$ cat config.mk
export PLATFORM = sky130hd
export DESIGN_NAME = count_1_to_10
export DESIGN_NICKNAME = d
export VERILOG_FILES = /design/src/rtl/count_1_to_10_pkg.sv /design/src/rtl/count_1_to_10.sv
export SDC_FILE = /design/constraint.sdc
export NUM_CORES = 1
export LEC_CHECK = 0
export ABC_AREA = 1
export CAP_MARGIN = 20
export CORE_AREA = 2 2 39 41
export CTS_CLUSTER_DIAMETER = 30
export CTS_CLUSTER_SIZE = 20
export DETAILED_ROUTE_END_ITERATION = 6
export DIE_AREA = 0 0 41 43
export MAX_ROUTING_LAYER = met4
export PLACE_DENSITY = 0.4
export SYNTH_ARGS = -nofsm -noshare
export SYNTH_HDL_FRONTEND = slang
export SYNTH_SLANG_ARGS = --single-unit
$ cat constraint.sdc
create_clock -name clk -period 1.7 [get_ports clk]
set_clock_uncertainty 0.15 [all_clocks]
set_input_delay 0.34 -clock clk [delete_from_list [all_inputs] [get_ports clk]]
set_output_delay 0.34 -clock clk [all_outputs]
set_load 0.02 [all_outputs]
$ cat src/rtl/count_1_to_10_pkg.sv
// Shared constants and count type for the one-based decade counter.
package count_1_to_10_pkg;

  localparam int CNT_WIDTH = 4;
  localparam int CNT_MIN   = 1;
  localparam int CNT_MAX   = 10;

  typedef logic [CNT_WIDTH-1:0] cnt_t;

endpackage

$ cat src/rtl/count_1_to_10.sv
// Free-running counter MIN_VAL..MAX_VAL with synchronous active-high reset.
module count_1_to_10
  import count_1_to_10_pkg::*;
#(
  parameter int WIDTH   = CNT_WIDTH,
  parameter int MIN_VAL = CNT_MIN,
  parameter int MAX_VAL = CNT_MAX
) (
  input  logic             clk,
  input  logic             reset,
  output logic [WIDTH-1:0] q
);

  localparam logic [WIDTH-1:0] LO = WIDTH'(MIN_VAL);
  localparam logic [WIDTH-1:0] HI = WIDTH'(MAX_VAL);

  if (MIN_VAL >= MAX_VAL) begin : g_chk_order
    $error("count_1_to_10: MIN_VAL must be below MAX_VAL");
  end
  if ((64'd1 << WIDTH) <= 64'(MAX_VAL)) begin : g_chk_width
    $error("count_1_to_10: WIDTH too narrow for MAX_VAL");
  end

  logic [WIDTH-1:0] r_q;
  logic [WIDTH-1:0] w_q_nxt;

  // Out-of-range values simply increment and wrap through 0 back into range.
  always_comb begin
    w_q_nxt = r_q + WIDTH'(1);
    if (r_q == HI) w_q_nxt = LO;
  end

  always_ff @(posedge clk) begin
    if (reset) r_q <= LO;
    else       r_q <= w_q_nxt;
  end

  assign q = r_q;

`ifndef SYNTHESIS
  // q is meaningless before the first reset edge, so checks wait for it.
  logic r_rst_seen = 1'b0;
  always_ff @(posedge clk) begin
    if (reset) r_rst_seen <= 1'b1;
  end

  a_range: assert property (@(posedge clk) r_rst_seen |-> (q >= LO && q <= HI));
  a_step:  assert property (@(posedge clk) (r_rst_seen && !reset) |=>
                            (q == (($past(q) == HI) ? LO : $past(q) + WIDTH'(1))));
`endif

endmodule

## After elaboration in Yosys (flattened, before gate mapping)

Index checks and enable logic that the tools add are counted.

| cells by class | value |
|---|---|
| equal/unequal tests | 1 |
| add/sub/neg operators | 1 |
| reductions and logical operators | 1 |

Operators by type and width:

| operator | number |
|---|---|
| $add 4x1->4 const B | 1 |
| $eq 4x4->1 const B | 1 |
| $reduce_or 2->1 | 1 |

| storage, ports and cells | value |
|---|---|
| logic and storage cells | 4 |
| output and inout bits | 4 |
| bits in registers | 4 |

## Logic depth before layout (Yosys ltp)

Gate-level depths: netlist of the first run.

| logic depth | value |
|---|---|
| word-level depth | 2 |
| gate-level depth with buffers | 5 |

## Least setup slack after synthesis of the first run

OpenSTA, ideal clock, no wires.

| path | value |
|---|---|
| path kind | flip-flop to flip-flop |
| start | reg r_q[0], in the netlist q[0] |
| end | reg r_q[3], in the netlist q[3] |
| clock period less this slack | 1207 ps |
| stages on the path, launching flop included | 6 |
| library setup time | 66 ps |
| path slack | 493 ps |
| path buffers | 0 |
| required time | 1484 ps |
| data arrival time | 991 ps |
| cell sequence | dfxtp_1 -> inv_1 -> ha_1 -> nand3_2 -> nand2_4 -> a21oi_2 |

| on the way | value |
|---|---|
| longest elaborated chain between the ends | 2 |
| elaborated cells on any way between the ends | 3 |
| classes of those cells | add/sub: 1; eq/ne: 1; reduce/logical: 1 |

RTL lines:

| item | line | RTL |
|---|---|---|
| start, declared | count_1_to_10.sv:24 | `logic [WIDTH-1:0] r_q;` |
| start signal, assigned | count_1_to_10.sv:35 | `else r_q <= w_q_nxt;` |
| branches (longest 2 deep; another with $add 4x1->4) | -- |  |

Parallel ways; which one is timed is not known.
A chain may end at the register's enable or synchronous reset.

## Final worst setup path of the first run

| path | value |
|---|---|
| start | reg r_q[2], in the netlist q[2] |
| end | out q[2] |

RTL lines:

| item | line | RTL |
|---|---|---|
| end, declared | count_1_to_10.sv:11 | `output logic [WIDTH-1:0] q` |

No word-level cell between the ends.

==> metrics, run 1 <==
die area 1760 um2; core area ~1400 um2; crit path DAT about 1.2 ns; routed vias/inst about 3.7; outcome completed; quantity of gates resized following cts 3; Worst Min Path Start q[0]; adder-cell share of the synthesized area 13.2%; # diodes 0; crit-path max FO 2; Die X 41 um; DP Area approximately 270 um2; die height 43 um; timing-limited maximum frequency ~600 MHz; worst reg2reg startpoint q[0]; endpoint with the worst hold slack q[0]; Clock Tree Buf Depth 2; final setup TNS 0 ns; leading cell type in the layout, fill and taps excluded dfxtp_1; initial antenna violation count 0; flip-flop and latch count after synthesis 4; capturing element type of the critical path output pin; fin area 285 um2; WHS 0.321 ns; max-cap violations 0; cell at the slowest stage of the critical path clkdlybuf4s50_1; number of standard-cell rows in the floorplan 14; library cell occupying the most area in the post-synthesis netlist dfxtp_1; Overall Power 0.000298 W; XOR/XNOR Fraction of Synth Area under 10%; input/output buffers 5; All-Layer GR Usage just over 7%; Finished Core Util between 20% and 30%; pin count of the biggest net entering global routing 7; Post-Syn Nets 24; drt pass-1 iters 4; average size of a mapped cell 9.45 um2; Clock Sinks 4; number of different library cells in the post-synthesis netlist 13; worst relative slew slack a little under nine tenths; post-synthesis instance area 189 um2; number of top-level pins 6; sequential area share after synthesis 42.4%; R2R Setup Slk between 0.5 and 0.6 ns; share of final-layout standard cells stronger than drive strength 1 34.5%; synthesized instance count 20; Cells on Worst Hold Path 1; CTS Hold Bufs 0; leakage dissipation approximately 0.12 nW; Worst Hold Class reg -> reg; CTS tree done; slew at the pin closest to its max-slew limit 0.213 ns; shortest period the worst path allows roughly 1.7 ns; largest registers q: 4 flops; Clock Tree Root clkbuf_4; wire length per cell 9.13 um; Reg clk slew, reported paths ~0.040 ns; number of pins exceeding their max-slew limit in the final report 0; reg2reg end q[3]; area fraction of the dominant cell type after synthesis 42.4%; number of design rule violations left after detail routing 0; Starting Density between 10% and 20%; required time reported for the critical path endpoint 1.21 ns; worst stage delay on the critical path 0.60 ns; Worst VDD drop 0.176 mV; detailed-route wire length 411 um; post-route ant nets 0; Fin. Hold Viols 0; Skew-Pair Late Insertion Delay 0.24 ns; largest register by flop count q; logic depth of the worst register-to-register path 5; maximum level of the CTS H-tree 1; CP startpoint kind register; weighted congestion reported at the end of routability-driven placement between 0.7 and 0.8; commonest cells after routing, fill and taps aside dfxtp_1 (4), clkbuf_4 (3), dlygate4sd2_1 (3); Remaining Overflow, GRT 0; largest family of logic cells by synthesized area simple AND/OR/NAND/NOR gates; Worst path top cell family by delay buffers and inverters; WS Path Type reg -> out; number of warnings issued by yosys 0; setup violation total in the final timing report 0; share of the synthesized area in compound gates (AO/OA/AOI/OAI) 4.64%; number of vias after detailed routing roughly 170; critical path cell sequence clkdlybuf4s50_1; unrepaired setup endpoints after global routing false; total clock buffers created by CTS 3; first-pass GRT wire length 655 um; multiplexer fraction of the synthesized cell area 0%; fill count 161; Synth Area in Simple Gates 27.2%; buffer count from post-CTS setup fixing 0; Layout Nets 35; buffering stage count on the worst path with inverters included 1; number of flip-flops in the largest register 4; synth-to-layout area growth 51.0%; PD cells ~1000 nW/um2; period utilization 97.9%; vias in the first global route 182; Area contributors post-synth dfxtp_1 (42%), ha_1 (13%), nand2_4 (6.0%); starting DRC count in detailed routing 2; Detail Placement HPWL 317 um
-- routing by layer --
layer / global-route usage, % / wire length (um)
met4: 14.0 / 14
met1: 3.85 / 136
met2: 9.38 / 253
met5: - / 0
met3: 3.14 / 6
-- cells in the mapped netlist (all sizes together) --
| library cell | instances |
|---|---|
| dfxtp | 4 |
| inv | 4 |
| nand3 | 3 |
| ha | 2 |
| nand2 | 2 |
| nor2 | 2 |
| a21oi | 1 |
| nand4 | 1 |
| xnor2 | 1 |
-- final cells by class --
class / instances / area [um2] / share of cell area, %
Tap cell: 16 / 20.0 / 7.02
Timing Repair Buffer: 6 / 53.8 / 18.9
Clock buffer: 3 / 22.5 / 7.89
Sequential cell: 4 / 80.1 / 28.1
Multi-Input combinational cell: 12 / 93.8 / 32.9
Inverter: 4 / 15.0 / 5.26
-- power breakdown --
| group | internal [W] | switching [W] | leakage, nW |
|---|---|---|---|
| combinational | 0.0000290 | 0.0000323 | 0.0767 |
| sequential | 0.000104 | 0.00000936 | 0.0331 |
| clock | 0.0000793 | 0.0000439 | 0.0138 |
-- logic make-up after synthesis --
logic type	Yosys count
simple gates	8
buf+inv	4
flops	4
fa+ha+maj	2
compound gates	1
xor+xnor	1
-- per-stage QoR --
| step | instances | worst slack, ns |
|---|---|---|
| final | 45 | 0.0362 |
| after CTS | 45 | 0.0198 |
| after global routing | 45 | 0.00254 |
| after detailed placement | 42 | 0.177 |
| after floorplan | 20 | 0.493 |
| after global placement | 42 | 0.196 |
-- worst max-delay path by stage --
stage | startpoint | end | slack, ns | depth (start not counted)
after detailed placement | q[0] | q[0] | 0.18 | 1
after global routing | q[2] | q[2] | 0.003 | 1
after global placement | q[0] | q[0] | 0.20 | 1
final | q[2] | q[2] | 0.04 | 1
after floorplan | q[0] | q[3] | 0.49 | 5
after CTS | q[2] | q[2] | 0.02 | 1
(Power assumes the default switching activity.)
==> run 2, diff against run 1 <==
--- a/config.mk
+++ b/config.mk
@@ -17,3 +17,4 @@
 export SYNTH_ARGS = -nofsm -noshare
 export SYNTH_HDL_FRONTEND = slang
 export SYNTH_SLANG_ARGS = --single-unit
+export TNS_END_PERCENT = 30
==> constraint.sdc (replaced) <==
create_clock -name clk -period 2.16 [get_ports clk]
set_clock_uncertainty 0.15 [all_clocks]
set_input_delay 0.432 -clock clk [delete_from_list [all_inputs] [get_ports clk]]
set_output_delay 0.432 -clock clk [all_outputs]
set_load 0.02 [all_outputs]
==> run 2 against run 1 <==
Effect of this change:
- combinational power fell by 28%
- hold slack improved by 0.017 ns
- via count decreased by 6.6%
- power down 23%
- sequential power is 18% lower
- first-iteration DRC count fell by 100%
- critical path depth unchanged
- highest routed layer unchanged
==> metrics, run 2 (synthesized netlist as in run 1, its figures left out) <==
outcome completed; net switching power 0.0000619 W; leakage dissipation roughly 0.11 nW; largest registers q: 4 flops; crit path DAT about 1.3 ns; Worst VDD drop 0.203 mV; Worst Hold Class reg -> reg; vias in the first global route 172; cell at the slowest stage of the critical path clkdlybuf4s50_1; # diodes 0; WS Path Type reg -> out; maximum level of the CTS H-tree 1; leading cell type in the layout, fill and taps excluded clkdlybuf4s50_1; Die X 41 um; wire length per cell 7.91 um; net switching share of the total power 27.1%; design internal power 0.000167 W; number of standard-cell rows in the floorplan 14; worst relative slew slack 85.6%; DP Area 259 um2; Worst path top cell family by delay buffers and inverters; share of total power in the clock network 40.2%; pin count of the biggest net entering global routing 7; power share of the sequential group 40.4%; post-route ant nets 0; CTS Hold Bufs 0; largest register by flop count q; critical path cell sequence clkdlybuf4s50_1; commonest cells after routing, fill and taps aside clkdlybuf4s50_1 (5), dfxtp_1 (4), clkbuf_4 (3); number of vias after detailed routing ~160; die area 1760 um2; share of total power in combinational logic 19.4%; buffer count from post-CTS setup fixing 0; initial antenna violation count 0; Remaining Overflow, GRT 0; PD cells 812 nW/um2; All-Layer GR Usage 6.26%; routed vias/inst 3.52; final setup TNS 0 ns; CP startpoint kind register; Reg clk slew, reported paths 0.04 ns; required time reported for the critical path endpoint roughly 1.6 ns; total clock buffers created by CTS 3; unrepaired setup endpoints after global routing false; number of top-level pins 6; detailed-route wire length 348 um; starting DRC count in detailed routing 0; Layout Nets 34; Overall Power 0.000228 W; CTS tree done; capturing element type of the critical path output pin; drt pass-1 iters 1; Starting Density 13.7%; first-pass GRT wire length approximately 620 um; Clock Tree Buf Depth 2; Clock Tree Root clkbuf_4; timing-limited maximum frequency 532 MHz; number of pins exceeding their max-slew limit in the final report 0; fin area around 280 um2; buffering stage count on the worst path with inverters included 1; die height 43 um; Skew-Pair Late Insertion Delay 0.23 ns; synth-to-layout area growth 49.0%; core area 1380 um2; quantity of gates resized following cts 0; Clock Sinks 4; R2R Setup Slk 1.00 ns; slew at the pin closest to its max-slew limit around 0.21 ns; share of final-layout standard cells stronger than drive strength 1 roughly a third; number of design rule violations left after detail routing 0; input/output buffers 5; max-cap violations 0; number of flip-flops in the largest register 4; setup violation total in the final timing report 0; worst stage delay on the critical path 0.64 ns; shortest period the worst path allows 1.88 ns; weighted congestion reported at the end of routability-driven placement 0.728; crit-path max FO 6; Fin. Hold Viols 0; Detail Placement HPWL slightly below 300 um; period utilization 87.1%
[run 2: worst register-to-register path, cell delays in order, from the launching register on]
cell and delay [ns]:
dfxtp_1 0.42, inv_1 0.07, ha_1 0.20, nand3_2 0.10
nand2_4 0.06, a21oi_2 0.09
[run 2: path summary, 6_finish.rpt]
kind / from / endpoint / cells past startpoint
max reg2reg: q[0] / q[3] / 5
max: q[0] / q[0] / 1
min: q[0] / q[0] / 1
min reg2reg: q[0] / q[0] / 1
[run 2: power groups by stage]
stage	combinational (W)	clock (W)	sequential, W
finish	0.0000443	0.0000919	0.0000922
global route	0.0000491	0.000101	0.0000935
CTS	0.0000453	0.0000947	0.0000923
detailed placement	0.0000447	0	0.0000936
global placement	0.0000452	0	0.0000929
floorplan	0.0000179	0	0.000100
[run 2: metal layers]
layer  share of wire [%]  GRT usage [%]  vias to the layer above  wire [um]
met1                  40           5.11                       71        138
met2                  57           7.50                        2        200
met5                   0              -                        -          0
met3                   0           3.14                        2          0
met4                 2.3           10.0                        0          8
li1                    -              -                       80          -
[run 2: area by class of cell]
cell class	count	area (um2)
sequential	4	80.1
multi-input combinational	12	93.8
clock buffer	3	22.5
tap	16	20.0
inverter	4	15.0
fill	166	1100
timing repair buffer	5	50.0
[run 2: per-stage QoR]
stage	utilization, %	cells	setup WS [ns]	hold WS, ns
finish	20.3	44	0.279	0.338
global route	20.3	44	0.248	0.349
CTS	20.3	44	0.281	0.333
detailed placement	18.7	41	0.532	0.324
global placement	18.7	41	0.535	0.317
floorplan	-	20	0.953	0.379
